$ cat src/rtl/snoop_pkg.sv
// Shared definitions for the snoop trace block: FSM state codes, full-policy
// codes and the packing layout of one trace record.
// The layout grows by a 16-bit timestamp when SNOOP_TRACE_TIMESTAMP_EN is defined.
package snoop_pkg;

    typedef enum logic [1:0] {
        IDLE    = 2'd0,
        CAPTURE = 2'd1,
        FROZEN  = 2'd2
    } state_t;

    typedef enum bit {
        FULL_RING = 1'b0,
        FULL_STOP = 1'b1
    } full_policy_t;

`ifdef SNOOP_TRACE_TIMESTAMP_EN
    localparam int TS_W = 16;
`else
    localparam int TS_W = 0;
`endif

    // Record layout, LSB first:
    // arg_wr | arg_valid | arg_data | arg_addr | inst_data | inst_addr | ts
    localparam int OFF_ARG_WR    = 0;
    localparam int OFF_ARG_VALID = 1;
    localparam int OFF_ARG_DATA  = 2;

    function automatic int off_arg_addr(int aw, int dw);
        return 2 + dw + 0 * aw;
    endfunction

    function automatic int off_inst_data(int aw, int dw);
        return 2 + dw + aw;
    endfunction

    function automatic int off_inst_addr(int aw, int dw);
        return 2 + 2 * dw + aw;
    endfunction

    function automatic int off_ts(int aw, int dw);
        return 2 + 2 * dw + 2 * aw;
    endfunction

    function automatic int rec_width(int aw, int dw);
        return 2 + 2 * dw + 2 * aw + TS_W;
    endfunction

endpackage

$ cat src/rtl/snoop_fifo.sv
// Synchronous FIFO with clear, occupancy count, simultaneous push/pop and an
// optional overwrite-oldest mode. The head entry is read straight from storage.
// drop pulses for one cycle whenever a push meets a full FIFO without a
// same-cycle pop (record discarded, or oldest overwritten in ring mode).
module snoop_fifo #(
    parameter int W         = 8,
    parameter int DEPTH     = 16,
    parameter bit OVERWRITE = 1'b0
) (
    input  logic                       CLK,
    input  logic                       RESET,
    input  logic                       clear,
    input  logic                       push,
    input  logic [W-1:0]               push_data,
    input  logic                       pop,
    output logic [W-1:0]               head_data,
    output logic                       valid,
    output logic [$clog2(DEPTH):0]     count,
    output logic                       drop
);

    localparam int PW = $clog2(DEPTH);
    localparam int CW = PW + 1;

    logic [W-1:0]  mem [DEPTH];
    logic [PW-1:0] wr_ptr;
    logic [PW-1:0] rd_ptr;
    logic          full;
    logic          pop_ok;
    logic          wr_en;
    logic          rd_adv;

    // Decide what this edge does: pop before push, so full+push+pop never overflows.
    always_comb begin
        full   = (count == CW'(DEPTH));
        valid  = (count != '0);
        pop_ok = pop && valid;
        wr_en  = push && (!full || pop_ok || OVERWRITE);
        rd_adv = pop_ok || (push && full && !pop_ok && OVERWRITE);
        drop   = push && full && !pop_ok;
    end

    // Storage, pointers and count; clear empties without scrubbing storage.
    always_ff @(posedge CLK) begin
        if (RESET) begin
            wr_ptr <= '0;
            rd_ptr <= '0;
            count  <= '0;
            for (int i = 0; i < DEPTH; i++) begin
                mem[i] <= '0;
            end
        end else if (clear) begin
            wr_ptr <= '0;
            rd_ptr <= '0;
            count  <= '0;
        end else begin
            if (wr_en) begin
                mem[wr_ptr] <= push_data;
                wr_ptr      <= wr_ptr + PW'(1);
            end
            if (rd_adv) begin
                rd_ptr <= rd_ptr + PW'(1);
            end
            if (wr_en && !rd_adv) begin
                count <= count + CW'(1);
            end else if (rd_adv && !wr_en) begin
                count <= count - CW'(1);
            end
        end
    end

    assign head_data = mem[rd_ptr];

endmodule

$ cat src/rtl/snoop_trace.sv
// Instruction trace snooper: stages the decoded instruction, builds one record
// per committed instruction and pushes it into a trace FIFO drained by the
// debug port. An address breakpoint freezes capture until CLEAR.
// Optional macro SNOOP_TRACE_TIMESTAMP_EN adds a 16-bit cycle stamp per record
// and the TRACE_TS output.
//
//   state   | meaning
//   IDLE    | no capture; waits for ENABLE
//   CAPTURE | staging and pushing records
//   FROZEN  | breakpoint hit; capture stopped until CLEAR
module snoop_trace
    import snoop_pkg::*;
#(
    parameter int AW           = 16,
    parameter int DW           = 16,
    parameter int DEPTH        = 16,
    parameter bit STOP_ON_FULL = 1'b1
) (
    input  logic                       CLK,
    input  logic                       RESET,
    input  logic                       FETCH,
    input  logic                       DECODE,
    input  logic                       EXECUTE,
    input  logic                       COMMIT,
    input  logic [AW-1:0]              ADDR,
    input  logic [DW-1:0]              DIN,
    input  logic                       RD,
    input  logic                       WR,
    input  logic                       ENABLE,
    input  logic                       CLEAR,
    input  logic                       BP_EN,
    input  logic [AW-1:0]              BP_ADDR,
    input  logic                       POP,
    output logic                       TRACE_VALID,
    output logic [AW-1:0]              TRACE_INST_ADDR,
    output logic [DW-1:0]              TRACE_INST_DATA,
    output logic [AW-1:0]              TRACE_ARG_ADDR,
    output logic [DW-1:0]              TRACE_ARG_DATA,
    output logic                       TRACE_ARG_VALID,
    output logic                       TRACE_ARG_WR,
    output logic [$clog2(DEPTH):0]     TRACE_COUNT,
    output logic                       OVERFLOW,
`ifdef SNOOP_TRACE_TIMESTAMP_EN
    output logic [15:0]                TRACE_TS,
`endif
    output logic                       BP_HIT
);

    localparam int RW            = rec_width(AW, DW);
    localparam int OFF_ARG_ADDR  = off_arg_addr(AW, DW);
    localparam int OFF_INST_DATA = off_inst_data(AW, DW);
    localparam int OFF_INST_ADDR = off_inst_addr(AW, DW);
    localparam bit RING_MODE     = (STOP_ON_FULL == FULL_RING);

    state_t         state;
    state_t         state_nxt;
    logic           phase_ok;
    logic           capture_on;
    logic           push_req;
    logic           bp_match;
    logic           arg_valid;
    logic [AW-1:0]  stage_addr;
    logic [DW-1:0]  stage_data;
    logic [RW-1:0]  push_rec;
    logic [RW-1:0]  head_rec;
    logic           fifo_drop;

`ifdef SNOOP_TRACE_TIMESTAMP_EN
    localparam int OFF_TS = off_ts(AW, DW);
    logic [15:0] ts_cnt;

    // Free-running cycle stamp, wraps naturally.
    always_ff @(posedge CLK) begin
        if (RESET) begin
            ts_cnt <= '0;
        end else begin
            ts_cnt <= ts_cnt + 16'd1;
        end
    end
`endif

    // FSM state register.
    always_ff @(posedge CLK) begin
        if (RESET) begin
            state <= IDLE;
        end else begin
            state <= state_nxt;
        end
    end

    // FSM next-state logic.
    always_comb begin
        state_nxt = state;
        case (state)
            IDLE:    if (ENABLE) state_nxt = CAPTURE;
            CAPTURE: begin
                if (bp_match) begin
                    state_nxt = FROZEN;
                end else if (!ENABLE) begin
                    state_nxt = IDLE;
                end
            end
            FROZEN:  if (CLEAR) state_nxt = IDLE;
            default: state_nxt = IDLE;
        endcase
    end

    // FSM outputs: capture qualification, push request and breakpoint match.
    // Cycles with more than one phase strobe are ignored rather than half-applied;
    // CLEAR suppresses the push so a cleared FIFO never holds a same-cycle record.
    always_comb begin
        phase_ok   = $onehot0({FETCH, DECODE, EXECUTE, COMMIT});
        capture_on = (state == CAPTURE) && ENABLE && phase_ok;
        push_req   = capture_on && COMMIT && !CLEAR;
        bp_match   = push_req && BP_EN && (stage_addr == BP_ADDR);
    end

    // Instruction staging: latest DECODE wins until the COMMIT consumes it.
    always_ff @(posedge CLK) begin
        if (RESET) begin
            stage_addr <= '0;
            stage_data <= '0;
        end else if (capture_on && DECODE) begin
            stage_addr <= ADDR;
            stage_data <= DIN;
        end
    end

    // Sticky status flags; CLEAR drops both.
    always_ff @(posedge CLK) begin
        if (RESET) begin
            OVERFLOW <= 1'b0;
            BP_HIT   <= 1'b0;
        end else if (CLEAR) begin
            OVERFLOW <= 1'b0;
            BP_HIT   <= 1'b0;
        end else begin
            if (fifo_drop) OVERFLOW <= 1'b1;
            if (bp_match)  BP_HIT   <= 1'b1;
        end
    end

    // Record assembly; argument fields read as zero when no bus access happened.
    always_comb begin
        arg_valid = RD | WR;
        push_rec  = '0;
        push_rec[OFF_INST_ADDR +: AW] = stage_addr;
        push_rec[OFF_INST_DATA +: DW] = stage_data;
        push_rec[OFF_ARG_ADDR  +: AW] = arg_valid ? ADDR : '0;
        push_rec[OFF_ARG_DATA  +: DW] = arg_valid ? DIN  : '0;
        push_rec[OFF_ARG_VALID]       = arg_valid;
        push_rec[OFF_ARG_WR]          = WR;
`ifdef SNOOP_TRACE_TIMESTAMP_EN
        push_rec[OFF_TS +: 16]        = ts_cnt;
`endif
    end

    snoop_fifo #(
        .W         (RW),
        .DEPTH     (DEPTH),
        .OVERWRITE (RING_MODE)
    ) u_fifo (
        .CLK       (CLK),
        .RESET     (RESET),
        .clear     (CLEAR),
        .push      (push_req),
        .push_data (push_rec),
        .pop       (POP),
        .head_data (head_rec),
        .valid     (TRACE_VALID),
        .count     (TRACE_COUNT),
        .drop      (fifo_drop)
    );

    assign TRACE_INST_ADDR = head_rec[OFF_INST_ADDR +: AW];
    assign TRACE_INST_DATA = head_rec[OFF_INST_DATA +: DW];
    assign TRACE_ARG_ADDR  = head_rec[OFF_ARG_ADDR  +: AW];
    assign TRACE_ARG_DATA  = head_rec[OFF_ARG_DATA  +: DW];
    assign TRACE_ARG_VALID = head_rec[OFF_ARG_VALID];
    assign TRACE_ARG_WR    = head_rec[OFF_ARG_WR];
`ifdef SNOOP_TRACE_TIMESTAMP_EN
    assign TRACE_TS        = head_rec[OFF_TS +: 16];
`endif

endmodule

$ cat config.mk
export PLATFORM = sky130hd
export DESIGN_NAME = snoop_trace
export DESIGN_NICKNAME = d
export VERILOG_FILES = /design/src/rtl/snoop_pkg.sv /design/src/rtl/snoop_fifo.sv /design/src/rtl/snoop_trace.sv
export SDC_FILE = /design/constraint.sdc
export NUM_CORES = 1
export LEC_CHECK = 0
export CELL_PAD_IN_SITES_DETAIL_PLACEMENT = 1
export CELL_PAD_IN_SITES_GLOBAL_PLACEMENT = 2
export CORE_MARGIN = 8
export CORE_UTILIZATION = 44
export CTS_BUF_LIST = sky130_fd_sc_hd__clkbuf_2 sky130_fd_sc_hd__clkbuf_4 sky130_fd_sc_hd__clkbuf_8
export CTS_CLUSTER_SIZE = 16
export DETAILED_ROUTE_END_ITERATION = 8
export PLACE_DENSITY_LB_ADDON = 0.1
export SLEW_MARGIN = 20
export SYNTH_ARGS = -nofsm -noshare
export SYNTH_HDL_FRONTEND = slang
export SYNTH_SLANG_ARGS = --single-unit
$ cat constraint.sdc
create_clock -name CLK -period 4.03 [get_ports CLK]
set_input_delay 0.806 -clock CLK [delete_from_list [all_inputs] [get_ports CLK]]
set_output_delay 0.806 -clock CLK [all_outputs]
set_load 0.02 [all_outputs]
==> results of run 1 <==
[power by group through the flow]
stage / clock network, W / logic [W] / registers [W]
after floorplan: 0 / 0.000606 / 0.0133
after global placement: 0 / 0.00126 / 0.0133
after detailed placement: 0 / 0.00128 / 0.0133
after CTS: 0.0103 / 0.00130 / 0.0131
after global routing: 0.0108 / 0.00134 / 0.0131
final: 0.0101 / 0.00128 / 0.0131
[layout make-up]
class | instances | area, µm² | area share (%)
clock inverter | 77 | 450 | 0.772
multi-input combinational | 1633 | 15700 | 26.9
tap | 1500 | 1880 | 3.22
inverter | 12 | 45.0 | 0.0772
antenna | 5 | 12.5 | 0.0214
timing repair buffer | 322 | 4200 | 7.19
clock buffer | 268 | 3290 | 5.65
sequential | 1109 | 32800 | 56.2
[kinds of logic (layout without fill, tap and decap cells)]
logic type	after synthesis	count (layout)	share of synthesized area (%)
other cells	0	5	0
xor+xnor	23	23	0.409
fa+ha+maj	11	11	0.310
compound gates	51	51	0.614
simple gates	1216	1216	14.8
flops	1109	1109	66.5
buf+inv	282	679	2.30
mux	332	332	15.1
[Yosys cell counts (all sizes together)]
cell type  number  area [µm²]
o21ai           3        15.0
nor4            2        12.5
edfxtp       1056       31700
clkbuf        205         781
mux4          330        7430
and2         1026        6420
nand2          76         285
or2            18         113
nand2b          1        6.26
o21a            2        15.0
mux2i           2        20.0
or3             3        18.8
a32o            1        10.0
o211ai          1        7.51
nand3           9        45.0
xor2           10        87.6
clkinv          1        3.75
a21o            2        15.0
fa              2        40.0
or4             2        15.0
inv            11        41.3
a21oi          38         190
ha              9         113
or3b            1        8.76
a31oi           1        6.26
a2111oi         2        36.3
xnor2          13         114
o31ai           1        7.51
nor3           17        85.1
nand3b          6        45.0
nor2           48         180
dfxtp          53        1060
buf            65         308
nand4           7        58.8
[worst min path at each step]
stage,cells after the start,to
final,2,stage_data[11]
after global routing,2,stage_addr[7]
after CTS,2,stage_data[11]
after detailed placement,1,BP_HIT
after global placement,2,stage_addr[0]
after floorplan,2,stage_addr[0]
[state kept, by name, indices dropped and copies added (netlist names), named ones only]
signal / count
u_fifo.mem: 1056
stage_addr: 16
stage_data: 16
u_fifo.count: 5
u_fifo.rd_ptr: 4
u_fifo.wr_ptr: 4
state: 2
BP_HIT: 1
OVERFLOW: 1
[layer usage]
| layer | part of all wire [%] | track usage, % | vias to the layer above |
|---|---|---|---|
| met5 | 0.018 | 0 | - |
| met2 | 48 | 41.0 | 1124 |
| met4 | 2.4 | 6.85 | 4 |
| met1 | 42 | 34.5 | 15259 |
| li1 | - | - | 11681 |
| met3 | 7.1 | 4.67 | 240 |
[metrics by stage]
stage                     std cells  util, %
final                          4926     52.1
after floorplan                3024        -
after global routing           4922     52.1
after detailed placement       4538     48.3
after CTS                      4915     52.1
after global placement         4538     48.3
[timing repair]
item / CTS / global route
endpoints found under the hold margin: 0 / 0
cloned: 9 / 0
setup buffers: 23 / 6
resized for setup: 190 / 6
endpoints found under the setup margin: 65 / 20
pin swaps: 0 / 0
hold buffers: 0 / 0
==> results.md, run 1 <==
- The final-stage net count is 3339.
- The final count of hold timing violations was 0.
- The aggregate global-route resource usage is between 20% and 30%.
- The per-cell via count in the routed design is 5.75.
- The total standard cell area after synthesis is 0.0493 mm².
- The worst slew slack as a fraction of its limit is ~33%.
- Summed over all nets, the half-perimeter wirelength after detailed placement is 89600 µm.
- For this block, the initial DRC count from the detailed router was 2650.
- A synthesized cell averages around 16 µm².
- Timing analysis after detailed placement gives a worst setup slack of -0.207 ns.
- For this run, the top clock speed supported by timing is 0.254 GHz.
- The total of max-cap violations is 0.
- The hold path startpoint is RESET.
- In this run the standard cell core region covers 0.112 mm².
- Dividing the final minimum period by the clock period gives 97.7%.
- The worst register-to-register path begins at u_fifo.count[0].
- The final hold slack is 0.415 ns.
- The count of mapped cells out of synthesis is 3024.
- At the pin with the least slew margin, the transition time is 0.996 ns.
- The horizontal die dimension is between 300 and 400 µm.
- The run finished with clean final reports.
- In the layout the commonest cells are sky130_fd_sc_hd__edfxtp_1, sky130_fd_sc_hd__and2_1, sky130_fd_sc_hd__mux4_2, sky130_fd_sc_hd__clkbuf_8, sky130_fd_sc_hd__buf_12.
- Net switching is 22.7% of the power.
- The H-tree generated during clock tree synthesis spans 4 levels.
- Sequential cells account for ~53% of the total power.
- The total power density per cell area is around 420 mW/mm².
- The count of pins over their slew limit is 0.
- The total via count after detailed routing is around 28000.
- Setup violations remaining at the end of the flow were counted as 0.
- The critical path arrival is 3.13 ns.
- Along the worst path, the maximum fanout reaches 10.
- The number of antenna violations at the first check in global routing is 15.
- TritonCTS built the clock tree.
- Summed over all layers, the global routing overflow is 0.
- The capturing element of the worst setup path is TRACE_ARG_ADDR[5].
- The largest net degree at the start of global routing is 45.
- Synthesis instantiated 39 different standard cells from the library.
- The endpoint type of the worst setup path is a primary output.
- The largest single stage delay on the critical path is 0.55 ns.
- The cell type group with the largest total delay on the critical path is multiplexers.
- STA classifies the critical path startpoint as a register.
- Summing all non-filler instances in the final layout gives an area of 0.0583 mm².
- The critical path contains buffers and inverters numbering 4 combined.
- After filler insertion, the fill cell instance count of the layout stands at 10448.
- The clock input transition at the sequential cells of the worst setup and hold paths is 0.06 ns.
- In this run the vertical extent of the chip is 351 µm.
- Once detail routing completed, the nets flagged for antenna violations numbered 0.
- The total CTS buffers is 190.
- The cell occurring most often along the worst timing path is sky130_fd_sc_hd__mux4_2.
- The via count of the first global-routing pass is 30722.
- The initial cell density of the core is 44.1%.
- Of the cells placed in the final design, the portion with a size suffix greater than 1 is 26.7%.
- Setup slack closes at 0.0917 ns.
- The congestion estimate from routability-driven global placement came to 0.782.
- The CTS sink count is 1109.
- The worst min-delay path class is in2reg.
- The class of the most critical setup path is reg2out.
- Across the VDD grid, the largest voltage drop is approximately 0.00024 V.
- The most common cell after layout, fill and taps aside is sky130_fd_sc_hd__edfxtp_1.
- Pin placement for this block handled between 100 and 150 I/O pins.
- The worst register-to-register path has a depth of 11.
- The path length in cells of the critical path is 6.
- In this run the register-to-register setup slack is 1.00 ns.
- The floorplan row count is roughly 120.
- The total wirelength of the detailed-routed design is 154000 µm.
- In the final timing run, aggregate negative setup slack is 0 ns.
- For the worst-skew pair, the clock arrives at the later sink with an insertion delay of 0.87 ns.
- For this design the static power due to leakage is 20.5 nW.
- The reg-to-reg critical path endpoint is u_fifo.count[4].
- The number of I/O port buffers is 133.
- The reported net switching power is between 0.005 and 0.006 W.
- The clock network fraction of total power is 41.3%.
- For this run, the detailed router's first-pass iteration total came to 5.
- The total design power is 0.0245 W.
- The final critical-path required period is 3.94 ns.
- The synthesized net count is 3095.
- The combinational cell fraction of total power is between 5 and 6%.
- The placed instances occupy a cell area of 0.0541 mm².
- The cell with the largest stage delay on the worst path is sky130_fd_sc_hd__mux4_2.
- The post-synthesis sequential area ratio is 66.5%.
- The root buffer cell chosen for the clock tree is sky130_fd_sc_hd__clkbuf_8.
- The residual DRC count is 0.
- The maximum root-to-sink buffer count is 3.
- The number of warning messages in the yosys log is 0.
- The die covers 0.123 mm².
- Walking the worst path, the cells encountered are buf_12 > buf_16 > buf_6 > mux4_2 > mux4_2 > clkdlybuf4s15_2.
- STA puts the critical path data required time at approximately 3.2 ns.
- The internal power of the cells totals 0.0189 W.
- The first global-routing pass estimated 220000 µm of wire.
- On the final layout, the worst clock skew is 0.0512 ns.
- The layout overhead on the synthesized area is 18.3%.
- After synthesis the netlist holds a flip-flop and latch count of 1109.
- Dividing the detail-routed wire length by the instance count gives 31.2 µm.
- Setup repair after global routing could not meet its margin everywhere.
Power figures use the tool's default switching activity.
==> run 2: changes to the inputs <==
Settings changed: CTS_CLUSTER_DIAMETER set to 60, SLEW_MARGIN 20 to unset.
==> run 2 against run 1 <==
  * First-iteration DRC count rose by 1.8%
  * Final cell count fell by 3.2%
  * Utilization fell by 1.2 points
  * Clock power fell by 20%
  * Sequential power barely moved
  * Largest power group unchanged
==> results.md, run 2 (synthesis results as in run 1) <==
- The worst min-delay path class was in2reg (unchanged).
- The detailed placer's ending HPWL is 89600 µm (unchanged).
- The terminating pin of the worst hold path was stage_data[11] (unchanged).
- The clock latency reported for the late side of the worst-skew pair was 0.82 ns (was 0.87 ns).
- The number of H-tree branching levels is 3 (was 4).
- The final hold slack is 0.449 ns (was 0.415 ns).
- The achievable clock frequency is 0.253 GHz (was 0.254 GHz).
- The number of flip-flops under the largest register name was 1056 (unchanged).
- The combinational cell fraction of total power is 5.7% (was 5.2%).
- The actual transition at the worst max-transition pin is 0.975 ns (was 0.996 ns).
- The clock network fraction of total power is 36.2% (was 41.3%).
- The worst slew slack as a fraction of its limit is 34.9% (was 33.5%).
- The per-cell via count in the routed design is 5.83 (was 5.75).
- The master cell of the clock root buffer was sky130_fd_sc_hd__clkbuf_8 (unchanged).
- The switching fraction of total power is 23.8% (was 22.7%).
- The endpoint type of the worst setup path is a primary output (unchanged).
- The placer's final routability congestion estimate was 0.782 (unchanged).
- The reported net switching power is 0.00534 W (was 0.00555 W).
- The share of the clock period used by the worst path is 98.0% (was 97.7%).
- The static leakage is 19.8 nW (was 20.5 nW).
- The mean routed wirelength per cell is 31.9 µm (was 31.2 µm).
- The area of the core is 0.112 mm² (unchanged).
- The critical path arrival is 3.14 ns (was 3.13 ns).
- Unrepaired setup endpoints after global routing: yes (unchanged).
- Status: finished, final reports clean (unchanged).
- The class of the most critical setup path was reg2out (unchanged).
- The setup slack of the most critical reg-to-reg path is 0.97 ns (was 1.00 ns).
- The boundary pin count is 134 (unchanged).
- The aggregate global-route resource usage is 24.7% (was 25.0%).
- The CTS sink count was 1109 (unchanged).
- The final-stage net count was 3242 (was 3339).
- The final count of hold timing violations is 0 (unchanged).
- The via count of the first global-routing pass is 29783 (was 30722).
- The most common cell after layout, fill and taps aside is sky130_fd_sc_hd__edfxtp_1 (unchanged).
- The worst-path maximum fanout is 13 (was 10).
- The initial cell density of the core is 44.1% (unchanged).
- The floorplan row count is 123 (unchanged).
- The share of post-route cells with drive strength above 1 was 23.9% (was 26.7%).
- The data required time at the worst endpoint is 3.22 ns (about the same).
- The number of DRC markers in iteration 0 is 2697 (was 2650).
- The maximum root-to-sink buffer count was 3 (unchanged).
- The first-pass GRT wire length was 218000 µm (was 220000 µm).
- The die boundary height is 351 µm (unchanged).
- The number of cells in the finished layout apart from fillers was 4769 (was 4926).
- The final core utilization is 51.0% (was 52.1%).
- The clock skew after layout is 0.0556 ns (was 0.0512 ns).
- The number of antenna violations at the first check in global routing came to 12 (was 15).
- The number of I/O port buffers was 133 (unchanged).
- The total power density per cell area is 393 mW/mm² (was 420 mW/mm²).
- The cell internal power dissipation is 0.0171 W (was 0.0189 W).
- The remaining antenna violation count is 0 (unchanged).
- The largest net degree at the start of global routing came to 45 (unchanged).
- The number of iterations in the first detailed-routing pass is 5 (unchanged).
- The count of pins over their slew limit is 0 (unchanged).
- The total of max-cap violations is 0 (unchanged).
- The reg-to-reg critical path endpoint is u_fifo.count[4] (unchanged).
- The clock tree from TritonCTS is yes (unchanged).
- The total wirelength of the detailed-routed design is 152000 µm (was 154000 µm).
- The final critical-path required period is 3.95 ns (was 3.94 ns).
- The total CTS buffers came to 106 (was 190).
- The total instance count after detailed placement is 4538 (unchanged).
- The clock input transition at the sequential cells of the worst setup and hold paths is 0.11 ns (was 0.06 ns).
- The launch point of the worst reg-to-reg path is u_fifo.count[0] (unchanged).
- The hold path startpoint was RESET (unchanged).
- The kind of start point of the critical path is a register (unchanged).
- The area of placed instances came to 0.0541 mm² (unchanged).
- The part of the power in registers is 58.1% (was 53.4%).
- The cell depth of the worst hold path is 2 (unchanged).
- Top flop regs: u_fifo.mem (1056), stage_addr (16), stage_data (16) (unchanged).
- Commonest cells after routing, fill and taps aside: sky130_fd_sc_hd__edfxtp_1, sky130_fd_sc_hd__and2_1, sky130_fd_sc_hd__mux4_2, sky130_fd_sc_hd__clkbuf_8, sky130_fd_sc_hd__buf_12 (unchanged).
- The number of failing setup endpoints in the final timing report came to 0 (unchanged).
- The layout overhead on the synthesized area is 15.7% (was 18.3%).
- The register containing the most flip-flops in the final layout is u_fifo.mem (unchanged).
- The final standard cell area without fillers is 0.0570 mm² (was 0.0583 mm²).
- The number of filler instances in the final layout is 10401 (was 10448).
- The total via count after detailed routing came to 27804 (was 28308).
- The depth of the worst register-to-register path is 11 (unchanged).
- The horizontal die dimension is 351 µm (unchanged).
- The maximum VDD drop came to 0.000209 V (was 0.000237 V).
- The remaining global-route overflow is 0 (unchanged).
- The floorplan die area is 0.123 mm² (unchanged).
- The residual DRC count was 0 (unchanged).
[run 2: cell types whose count changed in the layout (fill, tap and decap cells not counted), moves of 15 or more]
cell | before | now
sky130_fd_sc_hd__clkbuf_4 | 63 | 11
sky130_fd_sc_hd__clkbuf_8 | 205 | 108
sky130_fd_sc_hd__clkdlybuf4s15_2 | 17 | 0
sky130_fd_sc_hd__clkinv_1 | 48 | 6
sky130_fd_sc_hd__clkinv_4 | 0 | 15
sky130_fd_sc_hd__dlygate4sd2_1 | 19 | 34
[run 2: power groups by stage]
stage,Sequential [W],Clock (W),Combinational (W)
after floorplan,0.0133,0,0.000606
after global placement,0.0133,0,0.00126
after CTS,0.0131,0.00827,0.00129
final,0.0130,0.00811,0.00128
after global routing,0.0131,0.00866,0.00134
after detailed placement,0.0133,0,0.00128
[run 2: area by class of cell]
type / instances / area, µm² / share of cell area (%)
sequential: 1109 / 32800 / 57.5
inverter: 12 / 45.0 / 0.0790
antenna: 8 / 20.0 / 0.0351
tap: 1500 / 1880 / 3.29
clock inverter: 79 / 951 / 1.67
clock buffer: 119 / 1570 / 2.75
multi-input combinational: 1633 / 15700 / 27.5
timing repair buffer: 309 / 4110 / 7.20
[run 2: worst max path at each step]
| stage | slack, ns | cells after the start | start | to |
|---|---|---|---|---|
| floorplan | 0.19 | 15 | FETCH | u_fifo.count[4] |
| global placement | -0.20 | 15 | FETCH | u_fifo.count[4] |
| detailed placement | -0.21 | 15 | FETCH | u_fifo.count[4] |
| CTS | -0.11 | 5 | register | TRACE_ARG_DATA[5] |
| global route | -0.07 | 4 | register | TRACE_ARG_DATA[3] |
| finish | 0.08 | 5 | register | TRACE_ARG_DATA[3] |
[run 2: routing by layer]
| layer | vias up | GRT usage, % | wire, µm |
|---|---|---|---|
| li1 | 11443 | - | - |
| met1 | 15073 | 34.8 | 64400 |
| met2 | 1086 | 41.0 | 73900 |
| met3 | 202 | 3.63 | 10700 |
| met4 | 0 | 5.39 | 3260 |
| met5 | - | 0 | 0 |
[run 2: what timing repair did]
item,in CTS,in global routing
resized for setup,144,20
buffers inserted,14,0
endpoints found under the setup margin,65,19
hold endpoints to repair,0,0
cloned,8,3
hold buffers,0,0
[run 2: through the flow]
step	power (W)	TNS, ns	setup WS [ns]
2_1_floorplan	0.0139	0	0.191
3_3_place_gp	0.0145	-0.202	-0.202
3_5_place_dp	0.0146	-0.207	-0.207
4_1_cts	0.0226	-0.303	-0.108
5_1_grt	0.0231	-0.0976	-0.0730
6_report	0.0224	0	0.0815
[run 2: critical path: stages, from the launching register on]
cell                              delay (ns)
sky130_fd_sc_hd__dfxtp_4                0.39
sky130_fd_sc_hd__buf_4                  0.20
sky130_fd_sc_hd__buf_4                  0.29
sky130_fd_sc_hd__mux4_2                 0.37
sky130_fd_sc_hd__mux4_2                 0.52
sky130_fd_sc_hd__clkdlybuf4s50_1        0.56
==> run 3: changes to the inputs <==
Settings changed: REMOVE_ABC_BUFFERS set to 1.
==> run 3 against run 2 <==
  * Combinational power about the same
  * Clock skew shrank 0.025 ns
  * Largest power group unchanged
  * Utilization decreased by 0.13 points
  * Critical path depth did not move
==> results.md, run 3 (synthesis results as in run 1) <==
- The number of flip-flops under the largest register name is 1056 (unchanged).
- The final count of hold timing violations is 0 (unchanged).
- The share of post-route cells with drive strength above 1 was 24.6% (was 23.9%).
- The register containing the most flip-flops in the final layout is u_fifo.mem (unchanged).
- The area of placed instances is 0.0542 mm² (was 0.0541 mm²).
- The number of H-tree branching levels is 3 (unchanged).
- The total via count after detailed routing is 27263 (was 27804).
- The maximum root-to-sink buffer count is 3 (unchanged).
- The mean routed wirelength per cell is 30.9 µm (was 31.9 µm).
- The actual transition at the worst max-transition pin is 0.982 ns (was 0.975 ns).
- The clock tree from TritonCTS was yes (unchanged).
- The clock latency reported for the late side of the worst-skew pair is 0.78 ns (was 0.82 ns).
- The CTS sink count is 1109 (unchanged).
- The static leakage is 19.7 nW (was 19.8 nW).
- The data required time at the worst endpoint is 3.22 ns (about the same).
- The area of the core is 0.112 mm² (unchanged).
- The placer's final routability congestion estimate is 0.786 (was 0.782).
- The detailed placer's ending HPWL is 88400 µm (was 89600 µm).
- The number of iterations in the first detailed-routing pass is 5 (unchanged).
- The final sum of negative setup slack is 0 ns (unchanged).
- The register area is 0.0328 mm² (unchanged).
- The achievable clock frequency came to 0.254 GHz (was 0.253 GHz).
- The worst slew slack as a fraction of its limit is 34.4% (was 34.9%).
- The residual DRC count is 0 (unchanged).
- The largest net degree at the start of global routing was 43 (was 45).
- Status: finished, final reports clean (unchanged).
- The final standard cell area without fillers is 0.0569 mm² (was 0.0570 mm²).
- The via count of the first global-routing pass is 29924 (was 29783).
- The kind of start point of the critical path is a register (unchanged).
- The per-cell via count in the routed design came to 5.72 (was 5.83).
- The number of I/O port buffers is 133 (unchanged).
- The total CTS buffers is 101 (was 106).
- The horizontal die dimension was 351 µm (unchanged).
- The floorplan row count is 123 (unchanged).
- The final-stage net count is 3255 (was 3242).
- The die boundary height is 351 µm (unchanged).
- The cell with the largest stage delay on the worst path is sky130_fd_sc_hd__mux4_2 (was sky130_fd_sc_hd__clkdlybuf4s50_1).
- The largest incremental delay on the critical path is 0.58 ns (was 0.56 ns).
- The number of DRC markers in iteration 0 is 2476 (was 2697).
- The total design power was 0.0218 W (was 0.0224 W).
- The clock skew after layout is 0.0309 ns (was 0.0556 ns).
- The number of failing setup endpoints in the final timing report came to 0 (unchanged).
- The master cell of the clock root buffer is sky130_fd_sc_hd__clkbuf_8 (unchanged).
- The clock input transition at the sequential cells of the worst setup and hold paths was 0.11 ns (about the same).
- The final critical-path required period was 3.93 ns (was 3.95 ns).
- The remaining antenna violation count is 0 (unchanged).
- The final hold slack came to 0.483 ns (was 0.449 ns).
- The total of max-cap violations is 0 (unchanged).
- The area of the multi-input gates is 0.0157 mm² (unchanged).
- The critical path arrival is 3.12 ns (was 3.14 ns).
- The worst min-delay path class was reg2reg (was in2reg).
- The total wirelength of the detailed-routed design is 148000 µm (was 152000 µm).
- The maximum VDD drop is 0.000221 V (was 0.000209 V).
- The floorplan die area came to 0.123 mm² (unchanged).
- Commonest cells after routing, fill and taps aside: sky130_fd_sc_hd__edfxtp_1, sky130_fd_sc_hd__and2_1, sky130_fd_sc_hd__mux4_2, sky130_fd_sc_hd__clkbuf_8, sky130_fd_sc_hd__buf_12 (unchanged).
- By instance count, the cell type seen most on the critical path is sky130_fd_sc_hd__mux4_2.
- The worst-path maximum fanout came to 13 (unchanged).
- The quantity of hold-fixing buffers added after cts is 0 (unchanged).
- The final core utilization is 50.8% (was 51.0%).
- The number of filler instances in the final layout is 10476 (was 10401).
- The total power density per cell area is 383 mW/mm² (was 393 mW/mm²).
- The first-pass GRT wire length came to 213000 µm (was 218000 µm).
- The count of pins over their slew limit came to 0 (unchanged).
- The endpoint type of the worst setup path is a primary output (unchanged).
- The number of antenna violations at the first check in global routing is 17 (was 12).
- The boundary pin count is 134 (unchanged).
- Sequence of cells on the critical path: buf_12 > bufbuf_16 > mux4_2 > mux4_2 > dlygate4sd2_1 (was buf_4 > buf_4 > mux4_2 > mux4_2 > clkdlybuf4s50_1).
- The class of the most critical setup path was reg2out (unchanged).
- Top flop regs: u_fifo.mem (1056), stage_addr (16), stage_data (16) (unchanged).
- The layout overhead on the synthesized area is 15.4% (was 15.7%).
- The share of the clock period used by the worst path is 97.5% (was 98.0%).
- The most common cell after layout, fill and taps aside is sky130_fd_sc_hd__edfxtp_1 (unchanged).
- The aggregate global-route resource usage is 24.1% (was 24.7%).
- The remaining global-route overflow is 0 (unchanged).
- The initial cell density of the core is 44.1% (unchanged).
run 3: changes by cell type in the layout (fill, tap and decap cells not counted), sizes merged:
cell	before	now
dlygate4sd2	34	18
clkdlybuf4s50	67	66
inv	37	28
diode	8	4
bufbuf	2	5
clkbuf	123	120
clkdlybuf4s15	6	33
bufinv	13	8
clkinv	29	31
dlymetal6s2s	1	0
buf	195	203
run 3: report_power, final:
group / total, W / internal (W) / switching, W
Clock: 0.00747 / 0.00322 / 0.00425
Combinational: 0.00127 / 0.000540 / 0.000728
Sequential: 0.0131 / 0.0129 / 0.000129
run 3: path summary, 6_finish.rpt:
kind	startpoint	to	slack [ns]	cells after the start
setup / recovery	register	TRACE_INST_ADDR[0]	0.10	5
hold / removal	BP_HIT	BP_HIT	0.48	1
setup reg to reg	u_fifo.count[0]	u_fifo.count[4]	0.95	11
hold reg to reg	BP_HIT	BP_HIT	0.48	1
run 3: layout make-up:
type,instances,area share [%]
antenna,4,0.0176
clock buffer,118,2.72
clock inverter,67,1.21
inverter,12,0.0792
multi-input combinational,1633,27.6
sequential,1109,57.6
tap,1500,3.30
timing repair buffer,327,7.47
run 3: what timing repair did:
action,4_1_cts,5_1_grt
buffers inserted,18,3
pin swaps,0,0
gates resized for setup,186,4
endpoints found under the setup margin,64,8
hold endpoints to repair,0,0
cloned,8,0
run 3: metrics by stage:
step	setup WS, ns	instances
2_1_floorplan	-8.75	2754
3_3_place_gp	-0.156	4552
3_5_place_dp	-0.197	4552
4_1_cts	-0.00175	4763
5_1_grt	-0.00321	4767
6_report	0.100	4770
run 3: worst max-delay path, delay by kind of cell, from the launching register on:
kind	cells	cell delay, ns
mux	2	1.11
buf+inv	3	0.80
flops	1	0.44
run 3: layer usage:
metal  vias to the layer above  wire (µm)  GRT usage, %
li1                      11438          -             -
met1                     14650      61800          32.8
met2                       958      72600          40.4
met3                       209       9280          3.71
met4                         8       3840          6.77
met5                         -         56             0
